<file path="config.mk">
export PLATFORM = sky130hd
export DESIGN_NAME = vinit_count_sum_v2
export DESIGN_NICKNAME = d
export VERILOG_FILES = /design/src/rtl/vinit_count_sum_pkg.sv /design/src/rtl/vinit_dff_vec.sv /design/src/rtl/vinit_count_sum_v2.sv
export SDC_FILE = /design/constraint.sdc
export NUM_CORES = 1
export LEC_CHECK = 0
export CORE_MARGIN = 2
export CORE_UTILIZATION = 51
export CTS_CLUSTER_SIZE = 24
export DETAILED_ROUTE_END_ITERATION = 12
export PLACE_DENSITY = 0.78
export SYNTH_ARGS = -nofsm -noshare
export SYNTH_HDL_FRONTEND = slang
export SYNTH_SLANG_ARGS = --single-unit
</file>
<file path="constraint.sdc">
create_clock -name clk -period 2.6 [get_ports clk]
set_input_delay 0.52 -clock clk [delete_from_list [all_inputs] [get_ports clk]]
set_output_delay 0.52 -clock clk [all_outputs]
set_load 0.01 [all_outputs]
</file>
<file path="src/rtl/vinit_count_sum_pkg.sv">
// Shared definitions for the counter-summation engine: FSM encoding and default widths.
package vinit_count_sum_pkg;
  localparam int DEF_CNT_W = 8;
  localparam int DEF_SUM_W = 16;

  localparam logic [1:0] ST_IDLE = 2'd0;
  localparam logic [1:0] ST_RUN  = 2'd1;
  localparam logic [1:0] ST_DONE = 2'd2;
endpackage

</file>
<file path="src/rtl/vinit_dff_vec.sv">
// W-bit enabled register with synchronous active-low clear to zero.
module vinit_dff_vec #(
  parameter int W = 1
) (
  input  logic         clk,
  input  logic         rst_n,
  input  logic         en,
  input  logic [W-1:0] d,
  output logic [W-1:0] q
);
  always_ff @(posedge clk) begin
    if (!rst_n)  q <= '0;
    else if (en) q <= d;
  end
endmodule

</file>
<file path="src/rtl/vinit_count_sum_v2.sv">
// Counter-summation engine: steps a counter n_terms times and accumulates each value.
// All state lives in vinit_dff_vec instances; this level holds only next-state logic and adders.
module vinit_count_sum_v2
  import vinit_count_sum_pkg::*;
#(
  parameter int CNT_W = DEF_CNT_W,
  parameter int SUM_W = DEF_SUM_W
) (
  input  logic             clk,
  input  logic             rst_n,
  input  logic             start,
  input  logic [CNT_W-1:0] start_val,
  input  logic [CNT_W-1:0] step,
  input  logic [CNT_W-1:0] n_terms,
  input  logic             pause,
  output logic             busy,
  output logic             done,
  output logic [CNT_W-1:0] count,
  output logic [SUM_W-1:0] sum,
  output logic             ovf
);
  if (SUM_W < CNT_W) begin : g_bad_width
    $error("vinit_count_sum_v2: SUM_W must be >= CNT_W");
  end

  logic [1:0]       state_q, state_d;
  logic [CNT_W-1:0] count_q, count_d, idx_q, idx_d, step_q, nt_q;
  logic [SUM_W-1:0] sum_q, sum_d;
  logic             ovf_q, ovf_d;
  logic             accept, adv, last, upd, ovf_en;
  logic [SUM_W:0]   add;

  assign accept = (state_q == ST_IDLE) && start;
  assign adv    = (state_q == ST_RUN) && !pause;
  assign last   = (idx_q == nt_q - CNT_W'(1));
  assign upd    = accept || adv;

  // One extra bit on the adder so the carry-out feeds the sticky overflow flag.
  assign add = {1'b0, sum_q} + {{(SUM_W + 1 - CNT_W){1'b0}}, count_q};

  assign count_d = accept ? start_val : count_q + step_q;
  assign sum_d   = accept ? '0 : add[SUM_W-1:0];
  assign idx_d   = accept ? '0 : idx_q + CNT_W'(1);
  assign ovf_en  = accept || (adv && add[SUM_W]);
  assign ovf_d   = !accept;

  always_comb begin
    state_d = state_q;
    case (state_q)
      ST_IDLE: if (start) state_d = (n_terms != '0) ? ST_RUN : ST_DONE;
      ST_RUN:  if (adv && last) state_d = ST_DONE;
      ST_DONE: state_d = ST_IDLE;
      default: state_d = ST_IDLE;
    endcase
  end

  vinit_dff_vec #(.W(2)) u_state (
    .clk(clk), .rst_n(rst_n), .en(1'b1), .d(state_d), .q(state_q));
  vinit_dff_vec #(.W(CNT_W)) u_count (
    .clk(clk), .rst_n(rst_n), .en(upd), .d(count_d), .q(count_q));
  vinit_dff_vec #(.W(SUM_W)) u_sum (
    .clk(clk), .rst_n(rst_n), .en(upd), .d(sum_d), .q(sum_q));
  vinit_dff_vec #(.W(CNT_W)) u_idx (
    .clk(clk), .rst_n(rst_n), .en(upd), .d(idx_d), .q(idx_q));
  vinit_dff_vec #(.W(CNT_W)) u_step (
    .clk(clk), .rst_n(rst_n), .en(accept), .d(step), .q(step_q));
  vinit_dff_vec #(.W(CNT_W)) u_nt (
    .clk(clk), .rst_n(rst_n), .en(accept), .d(n_terms), .q(nt_q));
  vinit_dff_vec #(.W(1)) u_ovf (
    .clk(clk), .rst_n(rst_n), .en(ovf_en), .d(ovf_d), .q(ovf_q));

  assign busy  = (state_q == ST_RUN);
  assign done  = (state_q == ST_DONE);
  assign count = count_q;
  assign sum   = sum_q;
  assign ovf   = ovf_q;
endmodule

</file>
==> flow_summary_export.csv, run 1 <==
group,metric,value,unit
routing,ant_nets,0,
routing,post-route-drc-count,0,
clock_tree,worstSkewPairLatency,0.30,ns
cells_and_area,drive_above_1_share,6.65,%
critical_path,required,2.80,ns
yosys,syn_inst,369,
grt,globalRouteOverflowTotal,0,
clock_tree,cts_tree,"yes",
power,p_seq_share,42.8,%
clock_tree,htree_levels,2,
critical_path,r2r_slack,0.34,ns
yosys,synth_area,3080,um2
power,intPower,1440,uW
timing,setup_viol,0,
floorplanning,fp.coreArea,5890,um2
routing,dr.pass1.iters,7,
yosys,yosys-top-cells-count,"54 x nand2_1, 51 x dfxtp_1, 33 x a21oi_1",
cells_and_area,fin_nets,469,
floorplanning,die_area,6670,um2
critical_path,crit_path_end_kind,"flip-flop",
critical_path,crit_path_start_kind,"flip-flop",
floorplanning,io_pins,55,
yosys,yosys_register_bits,51,
grt,track_usage,23.6,%
floorplanning,row_count,28,
timing,rsz0062_at_grt,"false",
yosys,async_flop_share,0,%
yosys,synthDistinctLibCells,66,
power,power_density,608,nW/um2
grt,antenna_found_initial,0,
critical_path,reg2reg_from,"u_count.q[0]",
critical_path,cp-startpoint,"u_count.q[0]",
power,switching_share,36.7,%
min_path,hp-start,"u_step.q[5]",
yosys,yosysSeqAreaShare,33.2,%
cells_and_area,antennaDiodeCount,0,
floorplanning,die_y,81.7,um
routing,wl_per_cell,15.2,um
min_path,hold_path_end,"u_step.q[5]",
critical_path,r2r_cells,8,
timing,maxSlewHeadroom,58.9,%
timing,final.setup.tns,0,ns
timing,skew,0.00814,ns
routing,drt_iter0_markers,140,
clock_tree,clk_pin_slew,0.09,ns
clock_tree,cts_sinks,51,
cells_and_area,fin_util,63.8,%
yosys,synth_flop_cell,"dfxtp_1",
timing,fmax,442,MHz
yosys,synth_top_area_share,33.2,%
grt,grt_pass1_wl,12.3,mm
min_path,hold_depth,2,
clock_tree,cts-root-buf,"clkbuf_8",
timing,post-route-period-util,87.0,%
timing,period_minus_slack,2.26,ns
routing,totalWireLength,7.55,mm
yosys,synth_area_per_cell,8.34,um2
clock_tree,cts_hold_buf,0,
critical_path,r2r-end,"u_sum.q[12]",
timing,slew_viol_final,0,
timing,worst_pin_slew,0.615,ns
job,cap_violations,0,
yosys,synth_area_leaders,"dfxtp_1 33%, ha_1 6.9%, nand2_1 6.6%",
placed_design,dp.cells,490,
placed_design,place_hpwl,5.77,mm
clock_tree,cts_buffers,5,
critical_path,critPathMaxFanout,6,
yosys,synth_edf_count,0,
grt,grt_max_degree,18,
grt,grt_pass1_vias,2615,
floorplanning,initial_core_util,52.3,%
routing,via_per_inst,5.72,
floorplanning,die_w,81.7,um
yosys,synth_top_cell_by_area,"dfxtp_1",
clock_tree,ctsResizeCount,0,
power,switchingPower,838,uW
yosys,synth_fp_nets,416,
power,combinationalPowerShare,38.6,%
clock_tree,clockBufferDepth,2,
power,clkPwrFrac,18.6,%
min_path,hp-class,"flip-flop to flip-flop",
status,outcome,"complete, no violations",
yosys,synth_warnings,0,
power,p_leak,0.00143,uW
routing,route.vias.total,2835,
cells_and_area,area_growth,22.1,%
critical_path,cp.arrival,2.46,ns
timing,hold_viol,0,
yosys,yosysMostFrequentCell,"nand2_1",
critical_path,critPathKind,"flip-flop to flip-flop",
placed_design,gp_congestion,0.840,
placed_design,port_buffers,54,
power,peakVddDrop,0.000440,V
cells_and_area,final_cells,496,
clock_tree,post_cts_buffers,0,
final cells by class:
type / instances / area (um2)
inverter: 14 / 52.6
sequential: 51 / 1020
fill: 537 / 2130
multi-input combinational: 287 / 1910
timing repair buffer: 63 / 608
tap: 75 / 93.8
clock buffer: 6 / 72.6
power groups by stage:
stage	Sequential, uW	Combinational (uW)	Clock [uW]
after floorplan	968	595	0
after global placement	991	845	0
after detailed placement	995	871	0
after CTS	977	877	432
after global routing	992	977	457
final	977	881	425
stage by stage:
step | area (um2) | hold slack [ns] | setup WS (ns) | total power [uW]
after floorplan | 3080 | 0.440 | 0.622 | 1560
after global placement | 3680 | 0.447 | 0.407 | 1840
after detailed placement | 3680 | 0.455 | 0.318 | 1870
after CTS | 3760 | 0.467 | 0.371 | 2290
after global routing | 3760 | 0.483 | 0.154 | 2430
final | 3760 | 0.464 | 0.339 | 2280
cell usage in the layout, fill, tap and decap left out, types with 8 or more instances in the layout:
cell type and instances:
o21ai_0 9, xnor2_1 12, a21oi_1 33, clkdlybuf4s50_1 54
nor2_1 32, nand4_1 8, nor3_1 8, buf_4 9
nand3_1 10, xor2_1 15, inv_1 14, nand2_1 54
dfxtp_1 51, ha_1 17
registers in the layout (all words and copies together), names as in the netlist:
register / count
u_step.q: 8
u_sum.q: 16
u_state.q: 2
u_count.q: 8
u_nt.q: 8
u_ovf.q: 1
u_idx.q: 8
metal layers:
| metal | part of all wire [%] | track usage [%] | vias to the layer above |
|---|---|---|---|
| met4 | 0.91 | 6.50 | 0 |
| met5 | 0 | 0 | - |
| met1 | 47 | 30.9 | 1322 |
| met3 | 4.2 | 3.41 | 6 |
| li1 | - | - | 1425 |
| met2 | 48 | 40.7 | 82 |
kinds of logic after synthesis:
family                   count (synthesis)  share of synthesized area, %
XOR/XNOR                                27                          7.68
AND/OR/NAND/NOR                        148                          24.1
flip-flops                              51                          33.2
buffers and inverters                   31                          4.80
multiplexers                             3                         0.976
adder cells (fa/ha/maj)                 19                          8.21
AO/OA/AOI/OAI                           90                          21.1
worst max-delay path, cell delays in order, from the launching register on:
cell and delay (ns):
dfxtp_1 0.40, ha_1 0.22, inv_1 0.06, fa_1 0.40, nor2b_1 0.24, o31ai_2 0.17, a211oi_1 0.45, xnor2_1 0.18
nor2_1 0.05
worst max path at each step:
stage / end / slack, ns / cells after the start
global route: u_sum.q[12] / 0.15 / 8
global placement: u_sum.q[6] / 0.41 / 6
floorplan: u_sum.q[14] / 0.62 / 8
finish: u_sum.q[12] / 0.34 / 8
detailed placement: u_sum.q[6] / 0.32 / 6
CTS: u_sum.q[12] / 0.37 / 8
Power figures use the tool's default switching activity.
==> inputs of run 2 (changes only) <==
--- a/config.mk
+++ b/config.mk
@@ -5,8 +5,10 @@
 export SDC_FILE = /design/constraint.sdc
 export NUM_CORES = 1
 export LEC_CHECK = 0
+export ABC_AREA = 0
 export CORE_MARGIN = 2
 export CORE_UTILIZATION = 51
+export CTS_CLUSTER_DIAMETER = 30
 export CTS_CLUSTER_SIZE = 24
 export DETAILED_ROUTE_END_ITERATION = 12
 export PLACE_DENSITY = 0.78
==> results of run 2 <==
No change in the layout: final DEF, timing and power equal those of run 1.
==> inputs of run 3 (changes only) <==
--- a/config.mk
+++ b/config.mk
@@ -7,11 +7,11 @@
 export LEC_CHECK = 0
 export ABC_AREA = 0
 export CORE_MARGIN = 2
-export CORE_UTILIZATION = 51
+export CORE_UTILIZATION = 48
 export CTS_CLUSTER_DIAMETER = 30
 export CTS_CLUSTER_SIZE = 24
 export DETAILED_ROUTE_END_ITERATION = 12
-export PLACE_DENSITY = 0.78
+export PLACE_DENSITY = 0.77
 export SYNTH_ARGS = -nofsm -noshare
 export SYNTH_HDL_FRONTEND = slang
 export SYNTH_SLANG_ARGS = --single-unit
==> constraint.sdc (replaced) <==
create_clock -name clk -period 1.85 [get_ports clk]
set_input_delay 0.37 -clock clk [delete_from_list [all_inputs] [get_ports clk]]
set_output_delay 0.37 -clock clk [all_outputs]
set_load 0.01 [all_outputs]
==> run 3 against run 2 <==
  * The flow now finishes with violations (negative setup slack)
  * Count of clock-buffer cells in the layout down 1
  * Design area rose by 12%
  * Critical path depth rose by 1
  * Worst hold slack lost 0.0030 ns
  * Routed wire length up 5.5%
  * Register-to-register slack lost 0.35 ns
  * Critical path type unchanged
==> flow_summary_export.csv, run 3 (synthesis gave the netlist of run 1 again) <==
group,metric,value,unit
routing,via_per_inst,5.66,
critical_path,crit_path_end_kind,"flip-flop",
power,p_leak,0.00164,uW
floorplanning,die_w,84.1,um
timing,worst_pin_slew,0.418,ns
grt,grt_pass1_vias,2908,
timing,final.setup.tns,-0.0157,ns
timing,setup_viol,1,
critical_path,crit_chain,"ha_4 -> inv_2 -> fa_2 -> nor2b_4 -> o31ai_4 -> buf_6 -> nand2b_4 -> a211o_1 -> o211ai_1",
placed_design,place_hpwl,6.08,mm
timing,slew_viol_final,0,
grt,globalRouteOverflowTotal,0,
clock_tree,cts_sinks,51,
timing,whs,0.461,ns
critical_path,crit_slowest_cell,"dfxtp_4",
floorplanning,initial_core_util,49.0,%
clock_tree,clockBufferDepth,2,
cells_and_area,fin_nets,504,
timing,skew,0.0117,ns
timing,maxSlewHeadroom,71.4,%
clock_tree,htree_levels,2,
timing,fmax,536,MHz
timing,worst_slack,-0.0157,ns
cells_and_area,multi_input_area,2060,um2
clock_tree,cts_buffers,5,
critical_path,crit_path_start_kind,"flip-flop",
routing,dr.pass1.iters,4,
critical_path,critPathMaxFanout,4,
floorplanning,row_count,29,
floorplanning,die_y,84.1,um
critical_path,worst_path_largest_cell_delay,0.37,ns
cells_and_area,final_cells,535,
min_path,hp-class,"flip-flop to flip-flop",
cells_and_area,fill_cells,499,
timing,rsz0062_at_grt,"true",
critical_path,critPathKind,"flip-flop to flip-flop",
placed_design,gp_congestion,0.883,
job,cap_violations,0,
cells_and_area,regArea,1030,um2
cells_and_area,fin_util,67.3,%
floorplanning,die_area,7070,um2
cells_and_area,final_common_cell,"nand2_1",
status,outcome,"finished, violations left",
grt,grt_max_degree,18,
clock_tree,cts-root-buf,"clkbuf_8",
critical_path,cp.arrival,2.09,ns
routing,post-route-drc-count,0,
routing,totalWireLength,7.96,mm
placed_design,dp.cells,526,
floorplanning,fp.coreArea,6280,um2
cells_and_area,area_growth,37.2,%
critical_path,r2r_slack,-0.02,ns
cells_and_area,mostFrequentLayoutCells,"54 x nand2_1, 53 x clkdlybuf4s50_1, 45 x dfxtp_1, 41 x buf_4",
clock_tree,cts_tree,"yes",
cells_and_area,largest-register,"u_sum.q",
power,power_density,837,nW/um2
grt,track_usage,22.4,%
grt,antenna_found_initial,0,
cells_and_area,drive_above_1_share,19.9,%
clock_tree,cts_hold_buf,0,
timing,post-route-period-util,101,%
timing,hold_viol,0,
placed_design,port_buffers,54,
routing,drt_iter0_markers,154,
floorplanning,io_pins,55,
routing,route.vias.total,3026,
clock_tree,clk_pin_slew,0.10,ns
grt,grt_pass1_wl,13.2,mm
cells_and_area,antennaDiodeCount,0,
clock_tree,worstSkewPairLatency,0.31,ns
routing,ant_nets,0,
routing,wl_per_cell,14.9,um
cells_and_area,largest_register_ffs,16,
status,violations,"negative setup slack",
timing,period_minus_slack,1.87,ns
critical_path,required,2.08,ns
power,peakVddDrop,0.000573,V
-- run 3: layer usage --
| layer | global-route usage (%) | up-vias | share of wire (%) |
|---|---|---|---|
| li1 | - | 1497 | - |
| met1 | 30.3 | 1438 | 46 |
| met2 | 37.4 | 79 | 48 |
| met3 | 2.97 | 12 | 4.5 |
| met4 | 6.30 | 0 | 1.7 |
| met5 | 0 | - | 0 |
-- run 3: power breakdown --
| group | total, uW | internal (uW) | switching, uW |
|---|---|---|---|
| registers | 1360 | 1220 | 142 |
| logic | 1510 | 744 | 764 |
| clock network | 667 | 273 | 394 |
-- run 3: final timing paths --
path,start,cells after the start,end
worst max-delay path,u_count.q[0],9,u_sum.q[6]
worst min-delay path,u_step.q[2],2,u_step.q[2]
worst max register to register,u_count.q[0],9,u_sum.q[6]
worst min register to register,u_step.q[2],2,u_step.q[2]
-- run 3: layout make-up --
| type | count | area share, % |
|---|---|---|
| multi-input combinational | 287 | 48.8 |
| clock inverter | 3 | 0.533 |
| clock buffer | 5 | 1.63 |
| sequential | 51 | 24.5 |
| tap | 77 | 2.28 |
| inverter | 14 | 1.24 |
| timing repair buffer | 98 | 21.1 |
-- run 3: worst max-delay path: cells and delay by family (launching register included) --
family	cells	cell delay [ns]
simple gates	2	0.11
flops	1	0.37
compound gates	3	0.72
buf+inv	2	0.22
fa+ha+maj	2	0.39
-- run 3: repair_timing --
item	4_1_cts	5_1_grt
setup buffers	1	0
pin swaps	4	6
resized for setup	7	21
endpoints found under the setup margin	7	17
cloned	0	0
-- run 3: stage by stage --
step                cell area, um2  worst slack, ns  power [uW]
finish                        4220          -0.0157        3530
global route                  4220          -0.0649        3750
CTS                           4110          0.00292        3490
detailed placement            4000           -0.159        2820
global placement              4000           -0.122        2780
floorplan                     3120         -0.00939        2210
